==> config.mk <==
export PLATFORM = sky130hd
export DESIGN_NAME = lamp_fpu_div_seq
export DESIGN_NICKNAME = d
export VERILOG_FILES = /design/src/rtl/lamp_fpu_div_seq_pkg.sv /design/src/rtl/lamp_fpu_div_round.sv /design/src/rtl/lamp_fpu_div_seq.sv
export SDC_FILE = /design/constraint.sdc
export NUM_CORES = 1
export LEC_CHECK = 0
export BUFFER_PORTS_ARGS = -buffer_cell sky130_fd_sc_hd__buf_2
export CAP_MARGIN = 20
export CORE_UTILIZATION = 45
export DETAILED_ROUTE_END_ITERATION = 10
export GPL_TIMING_DRIVEN = 0
export PLACE_DENSITY = 0.68
export SLEW_MARGIN = 15
export SYNTH_ARGS = -nofsm -noshare
export SYNTH_HDL_FRONTEND = slang
export SYNTH_SLANG_ARGS = --single-unit
==> constraint.sdc <==
create_clock -name clk -period 6.3 [get_ports clk]
set_input_delay 1.26 -clock clk [delete_from_list [all_inputs] [get_ports clk]]
set_output_delay 1.26 -clock clk [all_outputs]
set_load 0.005 [all_outputs]
==> src/rtl/lamp_fpu_div_seq_pkg.sv <==
// rtl/lamp_fpu_div_seq_pkg.sv - shared float widths, constants, classes, states and flag indices
package lamp_fpu_div_seq_pkg;

   localparam int LAMP_FLOAT_DW   = 16;
   localparam int LAMP_FLOAT_E_DW = 8;
   localparam int LAMP_FLOAT_F_DW = 7;
   localparam int LAMP_FLOAT_BIAS = 127;

   // Mantissa with hidden bit, and the divider quotient (2 integer + 2F fraction bits)
   localparam int MANT_W = LAMP_FLOAT_F_DW + 1;
   localparam int Q_W    = 2 * MANT_W;

   // Working exponent is signed and wide enough for e_a - e_b + BIAS plus normalise/round steps
   localparam int EXP_W = 10;
   localparam logic signed [EXP_W-1:0] EXP_BIAS = EXP_W'(LAMP_FLOAT_BIAS);
   localparam logic signed [EXP_W-1:0] EXP_ONE  = EXP_W'(1);
   localparam logic signed [EXP_W-1:0] EXP_INF  = EXP_W'((1 << LAMP_FLOAT_E_DW) - 1);

   localparam logic [LAMP_FLOAT_DW-1:0] QNAN = 16'h7FC0;

   localparam int FLAG_W         = 5;
   localparam int FLAG_INVALID   = 4;
   localparam int FLAG_DIV_ZERO  = 3;
   localparam int FLAG_OVERFLOW  = 2;
   localparam int FLAG_UNDERFLOW = 1;
   localparam int FLAG_INEXACT   = 0;

   typedef enum logic [1:0] {
      CLS_ZERO,
      CLS_NORM,
      CLS_INF,
      CLS_NAN
   } float_cls_t;

   typedef enum logic [2:0] {
      ST_IDLE,
      ST_ISSUE,
      ST_WAIT,
      ST_NORM,
      ST_DONE
   } div_state_t;

   // Denormals (e==0) are treated as zero: the unit flushes them before any decision
   function automatic float_cls_t classify(input logic [LAMP_FLOAT_E_DW-1:0] e,
                                           input logic [LAMP_FLOAT_F_DW-1:0] f);
      float_cls_t c;
      if (e == '0) begin
         c = CLS_ZERO;
      end else if (e == '1) begin
         c = (f == '0) ? CLS_INF : CLS_NAN;
      end else begin
         c = CLS_NORM;
      end
      return c;
   endfunction

endpackage

==> src/rtl/lamp_fpu_div_round.sv <==
// rtl/lamp_fpu_div_round.sv - normalise a 2.2F mantissa result, round to nearest even, range check
module lamp_fpu_div_round
   import lamp_fpu_div_seq_pkg::*;
(
   input  logic [Q_W-1:0]              i_q,
   input  logic signed [EXP_W-1:0]     i_exp,
   input  logic                        i_sign,
   output logic [LAMP_FLOAT_DW-1:0]    o_res,
   output logic [FLAG_W-1:0]           o_flags
);

   localparam int F = LAMP_FLOAT_F_DW;
   localparam int E = LAMP_FLOAT_E_DW;

   logic [F-1:0]            w_mant;
   logic                    w_g;
   logic                    w_r;
   logic                    w_s;
   logic signed [EXP_W-1:0] w_exp_n;
   logic signed [EXP_W-1:0] w_exp_r;
   logic [F:0]              w_sum;
   logic                    w_up;

   // Pick the window below the leading one: [2,4) shifts right (product use), [0.5,1) shifts left
   always_comb begin
      w_mant  = '0;
      w_g     = 1'b0;
      w_r     = 1'b0;
      w_s     = 1'b0;
      w_exp_n = i_exp;
      if (i_q[2*F+1]) begin
         w_mant  = i_q[2*F -: F];
         w_g     = i_q[F];
         w_r     = i_q[F-1];
         w_s     = |i_q[F-2:0];
         w_exp_n = i_exp + EXP_ONE;
      end else if (i_q[2*F]) begin
         w_mant  = i_q[2*F-1 -: F];
         w_g     = i_q[F-1];
         w_r     = i_q[F-2];
         w_s     = |i_q[F-3:0];
         w_exp_n = i_exp;
      end else begin
         w_mant  = i_q[2*F-2 -: F];
         w_g     = i_q[F-2];
         w_r     = i_q[F-3];
         w_s     = |i_q[F-4:0];
         w_exp_n = i_exp - EXP_ONE;
      end
   end

   // RNE increment; a carry out of the fraction leaves it zero and bumps the exponent
   always_comb begin
      w_up    = w_g & (w_r | w_s | w_mant[0]);
      w_sum   = {1'b0, w_mant} + {{F{1'b0}}, w_up};
      w_exp_r = w_sum[F] ? (w_exp_n + EXP_ONE) : w_exp_n;
      o_flags = '0;
      o_res   = {i_sign, w_exp_r[E-1:0], w_sum[F-1:0]};
      o_flags[FLAG_INEXACT] = w_g | w_r | w_s;
      if (w_exp_r >= EXP_INF) begin
         o_res = {i_sign, {E{1'b1}}, {F{1'b0}}};
         o_flags[FLAG_OVERFLOW] = 1'b1;
         o_flags[FLAG_INEXACT]  = 1'b1;
      end else if (w_exp_r < EXP_ONE) begin
         o_res = {i_sign, {(E+F){1'b0}}};
         o_flags[FLAG_UNDERFLOW] = 1'b1;
         o_flags[FLAG_INEXACT]   = 1'b1;
      end
   end

endmodule

==> src/rtl/lamp_fpu_div_seq.sv <==
// rtl/lamp_fpu_div_seq.sv - float divide sequencer around an external fractional divider
module lamp_fpu_div_seq
   import lamp_fpu_div_seq_pkg::*;
(
   input  logic                        clk,
   input  logic                        rst,
   input  logic                        in_valid_i,
   output logic                        in_ready_o,
   input  logic [LAMP_FLOAT_DW-1:0]    a_i,
   input  logic [LAMP_FLOAT_DW-1:0]    b_i,
   output logic                        out_valid_o,
   input  logic                        out_ready_i,
   output logic [LAMP_FLOAT_DW-1:0]    res_o,
   output logic [FLAG_W-1:0]           flags_o,
   output logic                        div_do_o,
   output logic [MANT_W-1:0]           div_n_o,
   output logic [MANT_W-1:0]           div_d_o,
   input  logic [Q_W-1:0]              div_res_i,
   input  logic                        div_valid_i
);

   localparam int F = LAMP_FLOAT_F_DW;
   localparam int E = LAMP_FLOAT_E_DW;

   div_state_t              r_state;
   div_state_t              w_state_nxt;
   logic                    r_sign;
   logic signed [EXP_W-1:0] r_exp;
   logic [MANT_W-1:0]       r_div_n;
   logic [MANT_W-1:0]       r_div_d;
   logic [Q_W-1:0]          r_q;
   logic [LAMP_FLOAT_DW-1:0] r_res;
   logic [FLAG_W-1:0]       r_flags;

   logic                    w_sa;
   logic                    w_sb;
   logic                    w_sign;
   logic [E-1:0]            w_ea;
   logic [E-1:0]            w_eb;
   logic [F-1:0]            w_fa;
   logic [F-1:0]            w_fb;
   float_cls_t              w_ca;
   float_cls_t              w_cb;
   logic signed [EXP_W-1:0] w_ea_s;
   logic signed [EXP_W-1:0] w_eb_s;
   logic signed [EXP_W-1:0] w_exp_in;
   logic                    w_special;
   logic [LAMP_FLOAT_DW-1:0] w_sp_res;
   logic [FLAG_W-1:0]       w_sp_flags;
   logic [LAMP_FLOAT_DW-1:0] w_rnd_res;
   logic [FLAG_W-1:0]       w_rnd_flags;
   logic                    w_accept;

   assign w_sa     = a_i[LAMP_FLOAT_DW-1];
   assign w_sb     = b_i[LAMP_FLOAT_DW-1];
   assign w_sign   = w_sa ^ w_sb;
   assign w_ea     = a_i[E+F-1:F];
   assign w_eb     = b_i[E+F-1:F];
   assign w_fa     = a_i[F-1:0];
   assign w_fb     = b_i[F-1:0];
   assign w_ca     = classify(w_ea, w_fa);
   assign w_cb     = classify(w_eb, w_fb);
   assign w_ea_s   = {{(EXP_W-E){1'b0}}, w_ea};
   assign w_eb_s   = {{(EXP_W-E){1'b0}}, w_eb};
   assign w_exp_in = w_ea_s - w_eb_s + EXP_BIAS;
   assign w_accept = (r_state == ST_IDLE) && in_valid_i;

   assign in_ready_o  = (r_state == ST_IDLE);
   assign out_valid_o = (r_state == ST_DONE);
   assign div_do_o    = (r_state == ST_ISSUE);
   assign res_o       = r_res;
   assign flags_o     = r_flags;
   assign div_n_o     = r_div_n;
   assign div_d_o     = r_div_d;

   // Operand pairs that never need the divider, resolved straight from the classes
   always_comb begin
      w_special  = 1'b1;
      w_sp_res   = '0;
      w_sp_flags = '0;
      if ((w_ca == CLS_NAN) || (w_cb == CLS_NAN) ||
          ((w_ca == CLS_ZERO) && (w_cb == CLS_ZERO)) ||
          ((w_ca == CLS_INF) && (w_cb == CLS_INF))) begin
         w_sp_res = QNAN;
         w_sp_flags[FLAG_INVALID] = 1'b1;
      end else if (w_ca == CLS_INF) begin
         w_sp_res = {w_sign, {E{1'b1}}, {F{1'b0}}};
      end else if (w_cb == CLS_ZERO) begin
         w_sp_res = {w_sign, {E{1'b1}}, {F{1'b0}}};
         w_sp_flags[FLAG_DIV_ZERO] = 1'b1;
      end else if ((w_ca == CLS_ZERO) || (w_cb == CLS_INF)) begin
         w_sp_res = {w_sign, {(E+F){1'b0}}};
      end else begin
         w_special = 1'b0;
      end
   end

   lamp_fpu_div_round u_round (
      .i_q     (r_q),
      .i_exp   (r_exp),
      .i_sign  (r_sign),
      .o_res   (w_rnd_res),
      .o_flags (w_rnd_flags)
   );

   // State register
   always_ff @(posedge clk) begin
      if (rst) begin
         r_state <= ST_IDLE;
      end else begin
         r_state <= w_state_nxt;
      end
   end

   // Next-state: specials skip the divider, DONE must drain to IDLE before the next accept
   always_comb begin
      w_state_nxt = r_state;
      case (r_state)
         ST_IDLE:  if (in_valid_i) w_state_nxt = w_special ? ST_DONE : ST_ISSUE;
         ST_ISSUE: w_state_nxt = ST_WAIT;
         ST_WAIT:  if (div_valid_i) w_state_nxt = ST_NORM;
         ST_NORM:  w_state_nxt = ST_DONE;
         ST_DONE:  if (out_ready_i) w_state_nxt = ST_IDLE;
         default:  w_state_nxt = ST_IDLE;
      endcase
   end

   // Operand capture, quotient capture and result registers held through DONE
   always_ff @(posedge clk) begin
      if (rst) begin
         r_sign  <= 1'b0;
         r_exp   <= '0;
         r_div_n <= '0;
         r_div_d <= '0;
         r_q     <= '0;
         r_res   <= '0;
         r_flags <= '0;
      end else begin
         if (w_accept) begin
            r_sign  <= w_sign;
            r_exp   <= w_exp_in;
            r_div_n <= {1'b1, w_fa};
            r_div_d <= {1'b1, w_fb};
            if (w_special) begin
               r_res   <= w_sp_res;
               r_flags <= w_sp_flags;
            end
         end
         if ((r_state == ST_WAIT) && div_valid_i) begin
            r_q <= div_res_i;
         end
         if (r_state == ST_NORM) begin
            r_res   <= w_rnd_res;
            r_flags <= w_rnd_flags;
         end
      end
   end

endmodule
==> results.cfg, run 1 <==
[worst_setup_path]
cpMaxStageDelayCell = a221o_2
crit_required_ns = 6.57
worst_setup_path_start_kind = flip-flop
crit_type = reg -> reg
cp_max_fo = 10
crit_chain = buf_2 -> buf_4 -> clkbuf_1 -> nand2_1 -> o21ai_0 -> nor3_1 -> nor2_1 -> ha_1 -> and4_1 -> buf_4 -> nand3_1 -> xnor2_1 -> nand4b_1 -> nand2b_1 -> a221o_2 -> o211ai_1
cpMostUsedCell = buf_4
max_stage_delay_ns = 0.47
end_kind = flip-flop
worstPathArrival_ns = 4.15

[global_route]
grt_start_max_net_pins = 12
first_global_vias = 3841
antenna_found_initial = 0
gr-usage-met3_pct = 4.15
overflow = 0
grt_busiest_layer = met2
met1_usage_pct = 30.3
grt_pass1_wl_um = 18100
use_met2_pct = 38.1
track_usage_pct = 23.2

[clocking]
cts_resized = 0
cts-root-buf = clkbuf_8
cts_tree = yes
hold_buffers = 0
clk_latency_ns = 0.35
cts_buffers = 9
cts.path.max_buffers = 2
numClockSinks = 66
cts_setup_buffers = 0
cts-htree-levels = 3
clk_pin_slew_ns = 0.08

[placement]
port_buffers = 91
dp_hpwl_um = 8280
gp_congestion = 0.922

[synthesis]
async_flop_share_pct = 0
synth_simple_gate_area_share_pct = 29.0
yosysUniqueCellTypes = 64
synth_top_area_share_pct = 31.9
ys.flop_type = dfxtp_1
synth-seq-cells = 66
synth_top_family_by_area = simple AND/OR/NAND/NOR gates
ys_top_cells_by_area = dfxtp_1, nand2_1, a21oi_1, xnor2_1, ha_1
synth_area_um2 = 4140
yosysTopAreaCell = dfxtp_1
synth_xor_area_share_pct = 7.16
synth_mux_area_share_pct = 1.96
synthAdderAreaFrac_pct = 4.72
syn_nets = 604
syn_inst = 536
yosysWarnings = 0
synth_compound_area_share_pct = 20.2
yosysSeqAreaShare_pct = 31.9
synth-edff-count = 0
synth_area_per_cell_um2 = 7.72

[floorplanning]
die_x_um = 97.9
fp.coreArea_um2 = 8810
ios = 93
start_util_pct = 47.0
die_h_um = 97.9
die_area_um2 = 9590
row_count = 34

[worst_hold_path]
min-delay-path-class = reg -> reg

[timing]
slew_viol_final = 0
fmax_mhz = 258
finalSetupViolations = 0
whs_ns = 0.457
min_period_ns = 3.88
rsz0062_at_grt = false
hold_viol_final = 0
setup_tns_ns = 0
clock_skew_ns = 0.00662
tightest_slew_ns = 1.10
post-route-period-util_pct = 61.6
slew_headroom_pct = 25.6

[final_layout]
nNetsFinal = 706
drive_above_1_share_pct = 19.9
antennaDiodeCount = 0
final_util_pct = 56.3
syn_to_final_growth_pct = 19.8
nFillCells = 844

[run_status]
violations = design-rule violations
outcome = finished with violations

[drt]
vias_per_cell = 5.50
ant_nets = 0
num_vias = 4130
totalWireLength_um = 10700
drt-wirelength-per-cell_um = 14.2
drt_first_pass_iters = 9
detailedRoute.firstIterationViolations = 199
route.detailed.drc = 3

[pwr]
power.density_nw_per_um2 = 256
leakagePower_nw = 2.05
ir_drop_uv = 140

[flow_run]
max_cap_violations = 0
## through the flow
stage	setup slack [ns]	total power (W)	instance area [um^2]	std cells
final	2.42	0.00127	4960	751
after global routing	2.07	0.00134	4960	751
after CTS	2.48	0.00127	4960	751
after detailed placement	2.26	0.000853	4730	735
after global placement	2.28	0.000844	4730	735
after floorplan	2.77	0.000754	4140	536
## critical path: cells and delay by family (launching register included)
| kind | cells | cell delay, ns |
|---|---|---|
| AO/OA/AOI/OAI | 3 | 0.70 |
| XOR/XNOR | 1 | 0.36 |
| adder cells (fa/ha/maj) | 1 | 0.21 |
| buffers and inverters | 4 | 0.99 |
| flip-flops | 1 | 0.45 |
| AND/OR/NAND/NOR | 7 | 1.09 |
## metal layers
metal,up-vias,share of wire (%)
met3,18,4.2
li1,2113,-
met2,107,46
met5,-,0
met4,0,1.8
met1,1892,48
## power by group
group          internal (W)  switching [W]  leakage (nW)
sequential         0.000443      0.0000203         0.537
clock              0.000245       0.000173         0.117
combinational      0.000155       0.000230          1.39
total              0.000843       0.000424          2.05
## area by class of cell
type	count	area (um^2)	share of cell area, %
buffer	32	138	2.78
clock buffer	12	155	3.13
clock inverter	4	73.8	1.49
inverter	19	71.3	1.44
multi-input combinational	419	2610	52.6
sequential	66	1320	26.6
tap	108	135	2.73
timing repair buffer	91	455	9.18
## final timing paths
check             depth (start not counted)                  from                     end  slack [ns]
setup / recovery                         16  r_q[15]$_SDFFE_PP0P_  res_o[12]$_SDFFE_PP0P_        2.42
hold reg to reg                           2   r_q[1]$_SDFFE_PP0P_     r_q[1]$_SDFFE_PP0P_        0.46
setup reg to reg                         16  r_q[15]$_SDFFE_PP0P_  res_o[12]$_SDFFE_PP0P_        2.42
hold / removal                            2   r_q[1]$_SDFFE_PP0P_     r_q[1]$_SDFFE_PP0P_        0.46
## placed cells by master, fill, tap and decap left out, drive strengths merged, types with 3 or more instances in the layout
| cell | n |
|---|---|
| a21oi | 56 |
| xor2 | 11 |
| a22o | 6 |
| nand2b | 7 |
| and2 | 6 |
| nor3b | 5 |
| xnor2 | 22 |
| a2111oi | 4 |
| mux2i | 7 |
| nand2 | 91 |
| or2 | 3 |
| nor2 | 34 |
| a31oi | 5 |
| and3 | 7 |
| dfxtp | 66 |
| buf | 99 |
| nor2b | 4 |
| ha | 14 |
| a21o | 4 |
| or3 | 9 |
| inv | 19 |
| nand4 | 7 |
| or4 | 3 |
| o211ai | 9 |
| o21ai | 13 |
| nor3 | 17 |
| clkbuf | 36 |
| a211oi | 13 |
| nand3 | 16 |
| nor4 | 11 |
| and4 | 3 |
| a22oi | 4 |
## registers in the layout, indices dropped and copies added (netlist names)
signal	count
r_q	16
r_exp	10
r_sign	1
flags_o	5
div_n_o	8
r_state	3
res_o	16
div_d_o	7
## cells by family after synthesis
family / count (synthesis)
AND/OR/NAND/NOR: 233
AO/OA/AOI/OAI: 130
flip-flops: 66
buffers and inverters: 51
XOR/XNOR: 33
adder cells (fa/ha/maj): 15
multiplexers: 8
## cell usage after synthesis (3+ instances only)
| master | number |
|---|---|
| nand2_1 | 91 |
| dfxtp_1 | 66 |
| a21oi_1 | 56 |
| nor2_1 | 34 |
| clkbuf_1 | 24 |
| xnor2_1 | 22 |
| inv_1 | 19 |
| nand3_1 | 16 |
| nor3_1 | 15 |
| ha_1 | 14 |
| o21ai_0 | 12 |
| a211oi_1 | 11 |
| xor2_1 | 10 |
| o211ai_1 | 9 |
| or3_1 | 9 |
| nor4_1 | 8 |
| and3_1 | 7 |
| mux2i_1 | 7 |
| nand2b_1 | 7 |
| nand4_1 | 7 |
| a22o_1 | 6 |
| a31oi_1 | 5 |
| and2_1 | 5 |
| nor3b_1 | 5 |
| a2111oi_0 | 4 |
| a21o_1 | 4 |
| a22oi_1 | 4 |
| buf_4 | 4 |
| nor2b_1 | 4 |
| and4_1 | 3 |
| or2_2 | 3 |
(Power assumes the default switching activity.)
==> inputs of run 2 (changes only) <==
--- a/config.mk
+++ b/config.mk
@@ -5,12 +5,13 @@
 export SDC_FILE = /design/constraint.sdc
 export NUM_CORES = 1
 export LEC_CHECK = 0
+export ABC_AREA = 1
 export BUFFER_PORTS_ARGS = -buffer_cell sky130_fd_sc_hd__buf_2
 export CAP_MARGIN = 20
 export CORE_UTILIZATION = 45
 export DETAILED_ROUTE_END_ITERATION = 10
 export GPL_TIMING_DRIVEN = 0
-export PLACE_DENSITY = 0.68
+export PLACE_DENSITY = 0.71
 export SLEW_MARGIN = 15
 export SYNTH_ARGS = -nofsm -noshare
 export SYNTH_HDL_FRONTEND = slang
==> constraint.sdc (replaced) <==
create_clock -name clk -period 3.5 [get_ports clk]
set_input_delay 0.7 -clock clk [delete_from_list [all_inputs] [get_ports clk]]
set_output_delay 0.7 -clock clk [all_outputs]
set_load 0.005 [all_outputs]
==> run 2 against run 1 <==
The flow now finishes without violations. Via count rose by 9.7%. Design area rose by 3.6%. Power rose by 140%. Largest power group is now combinational cells. Global-route usage rose by 0.22 points.
==> results.cfg, run 2 <==
[global_route]
first_global_vias = 4364
overflow = 0
grt_start_max_net_pins = 13
antenna_found_initial = 0
grt_pass1_wl_um = 18700
track_usage_pct = 23.4

[drt]
routed.top_layer = met4
totalWireLength_um = 10900
ant_nets = 0
num_vias = 4532
route.detailed.drc = 0
wl_met2_um = 5370
dr_wl_met3_um = 308
drt_first_pass_iters = 4
detailedRoute.firstIterationViolations = 180
vias_per_cell = 5.02
met1Wirelength_um = 4910
drt-wirelength-per-cell_um = 12.1

[worst_setup_path]
r2r_setup_slack_ns = 0.63
r2r_start = r_q[15]$_SDFFE_PP0P_
crit_chain = inv_2 -> buf_2 -> o21ai_0 -> o22ai_1 -> o21a_1 -> ha_1 -> nand3_2 -> nor2_4 -> inv_2 -> nor2_4 -> nand3_2 -> nand2_1 -> nand2_1 -> nor2_1 -> nand3_1 -> nand2_2 -> nand2_4 -> buf_6 -> nand3_2 -> nand2_1 -> a21oi_1
cpMaxStageDelayCell = dfxtp_1
worst_setup_path_start_kind = flip-flop
crit_required_ns = 3.78
critPathTopFamily = simple AND/OR/NAND/NOR gates
cp.buffers_inverters = 4
worstPathArrival_ns = 3.16
reg2reg_depth = 21
end_kind = flip-flop
cp_max_fo = 10
reg2reg_to = res_o[7]$_SDFFE_PP0P_
max_stage_delay_ns = 0.36
cp_num_cells = 21
crit_type = reg -> reg

[worst_hold_path]
min-delay-path-class = reg -> reg
hold_path.startpoint = flags_o[3]$_SDFFE_PP0P_
min_to = flags_o[3]$_SDFFE_PP0P_
whs_path_depth = 2

[placement]
dp_hpwl_um = 8700
preCtsSetupSlack_ns = 0.388
port_buffers = 91
gp_congestion = 0.894

[timing]
slew_headroom_pct = 63.0
fmax_mhz = 348
clock_skew_ns = 0.00936
min_period_ns = 2.87
finalSetupViolations = 0
setup_tns_ns = 0
finalWorstSetupSlack_ns = 0.627
slew_viol_final = 0
rsz0062_at_grt = false
tightest_slew_ns = 0.554
post-route-period-util_pct = 82.1
hold_viol_final = 0

[final_layout]
drive_above_1_share_pct = 19.8
syn_to_final_growth_pct = 18.1
nNetsFinal = 836
antennaDiodeCount = 0
nFillCells = 968
final_common_cell = nand2_1
final_cell_mix = nand2_1, buf_2, nor2_1

[synthesis]
synth-edff-count = 0
syn_inst = 666
synth_area_um2 = 4350
synth_top_family_by_area = simple AND/OR/NAND/NOR gates
yosysUniqueCellTypes = 42
ys_top_cells_by_area = dfxtp_1, nand2_1, nor2_1, inv_1, o21ai_0
yosysWarnings = 0
synth_area_per_cell_um2 = 6.53
ys.flop_type = dfxtp_1
yosysSeqAreaShare_pct = 30.4
synth-seq-cells = 66
synth_compound_area_share_pct = 16.4
synth_xor_area_share_pct = 3.22
syn_nets = 734
async_flop_share_pct = 0
synth_simple_gate_area_share_pct = 35.0
synth.cells.most_frequent = nand2_1, nor2_1, inv_1
yosysTopAreaCell = dfxtp_1
synth_top_area_share_pct = 30.4
synthAdderAreaFrac_pct = 4.49
synth_mux_area_share_pct = 0
yosysMostFrequentCell = nand2_1

[clocking]
hold_buffers = 0
cts_buffers = 9
cts-root-buf = clkbuf_8
cts_tree = yes
clk_pin_slew_ns = 0.08
numClockSinks = 66
cts_setup_buffers = 0
clk_latency_ns = 0.35
cts.path.max_buffers = 2
cts-htree-levels = 3
cts_resized = 0

[pwr]
ir_drop_uv = 212
power.density_nw_per_um2 = 594
leakagePower_nw = 2.49

[flow_run]
max_cap_violations = 0

[floorplanning]
die_area_um2 = 10100
row_count = 35
die_x_um = 100
start_util_pct = 46.8
die_h_um = 100
fp.coreArea_um2 = 9280
ios = 93

[run_status]
outcome = finished clean
## run 2: power by group
group / internal, W / switching, W / total, W / leakage (nW)
clock: 0.000258 / 0.000323 / 0.000581 / 0.0827
sequential: 0.000883 / 0.0000893 / 0.000972 / 0.539
combinational: 0.000529 / 0.000967 / 0.00150 / 1.86
total: 0.00167 / 0.00138 / 0.00305 / 2.49
## run 2: cell type report
cell class	instances	area (um^2)	area share (%)
inverters	87	327	6.36
clock inverters	6	42.5	0.828
repair buffers	91	455	8.87
well taps	129	161	3.14
flip-flops and latches	66	1320	25.7
clock buffers	10	128	2.48
plain buffers	25	130	2.53
multi-input cells	488	2570	50.1
## run 2: logic make-up (layout without fill, tap and decap cells)
logic type,count (synthesis),after routing
AND/OR/NAND/NOR,329,329
AO/OA/AOI/OAI,128,128
buffers and inverters,112,219
flip-flops,66,66
XOR/XNOR,16,16
adder cells (fa/ha/maj),15,15
## run 2: worst reg2reg max path, cell delays in order (launching register included)
cell	delay, ns
dfxtp_1	0.36
inv_2	0.08
buf_2	0.20
o21ai_0	0.11
o22ai_1	0.18
o21a_1	0.16
ha_1	0.18
nand3_2	0.10
nor2_4	0.15
inv_2	0.07
nor2_4	0.17
nand3_2	0.13
nand2_1	0.12
nand2_1	0.06
nor2_1	0.10
nand3_1	0.09
nand2_2	0.09
nand2_4	0.07
buf_6	0.15
nand3_2	0.05
nand2_1	0.06
a21oi_1	0.14
## run 2: layer usage
metal  GRT usage, %  up-vias
met5              0        -
li1               -     2387
met3           3.97       17
met2           41.5       94
met1           27.2     2034
met4           11.5        0
## run 2: stage by stage
| step | area [um^2] | utilization (%) | total power, W | instances | hold WS, ns |
|---|---|---|---|---|---|
| after floorplan | 4350 | - | 0.00210 | 666 | 0.440 |
| after global placement | 4970 | 53.5 | 0.00244 | 886 | 0.439 |
| after detailed placement | 4970 | 53.5 | 0.00248 | 886 | 0.447 |
| after CTS | 5140 | 55.3 | 0.00306 | 902 | 0.458 |
| after global routing | 5140 | 55.3 | 0.00333 | 902 | 0.480 |
| final | 5140 | 55.3 | 0.00305 | 902 | 0.451 |
## run 2: how the worst max path moves through the flow
stage	start	slack, ns	end
after floorplan	r_q[15]$_SDFFE_PP0P_	0.98	res_o[11]$_SDFFE_PP0P_
after global placement	b_i[0]	0.41	res_o[14]$_SDFFE_PP0P_
after detailed placement	b_i[0]	0.39	res_o[14]$_SDFFE_PP0P_
after CTS	r_q[15]$_SDFFE_PP0P_	0.60	res_o[7]$_SDFFE_PP0P_
after global routing	r_q[15]$_SDFFE_PP0P_	0.30	flags_o[0]$_SDFFE_PP0P_
final	r_q[15]$_SDFFE_PP0P_	0.63	res_o[7]$_SDFFE_PP0P_
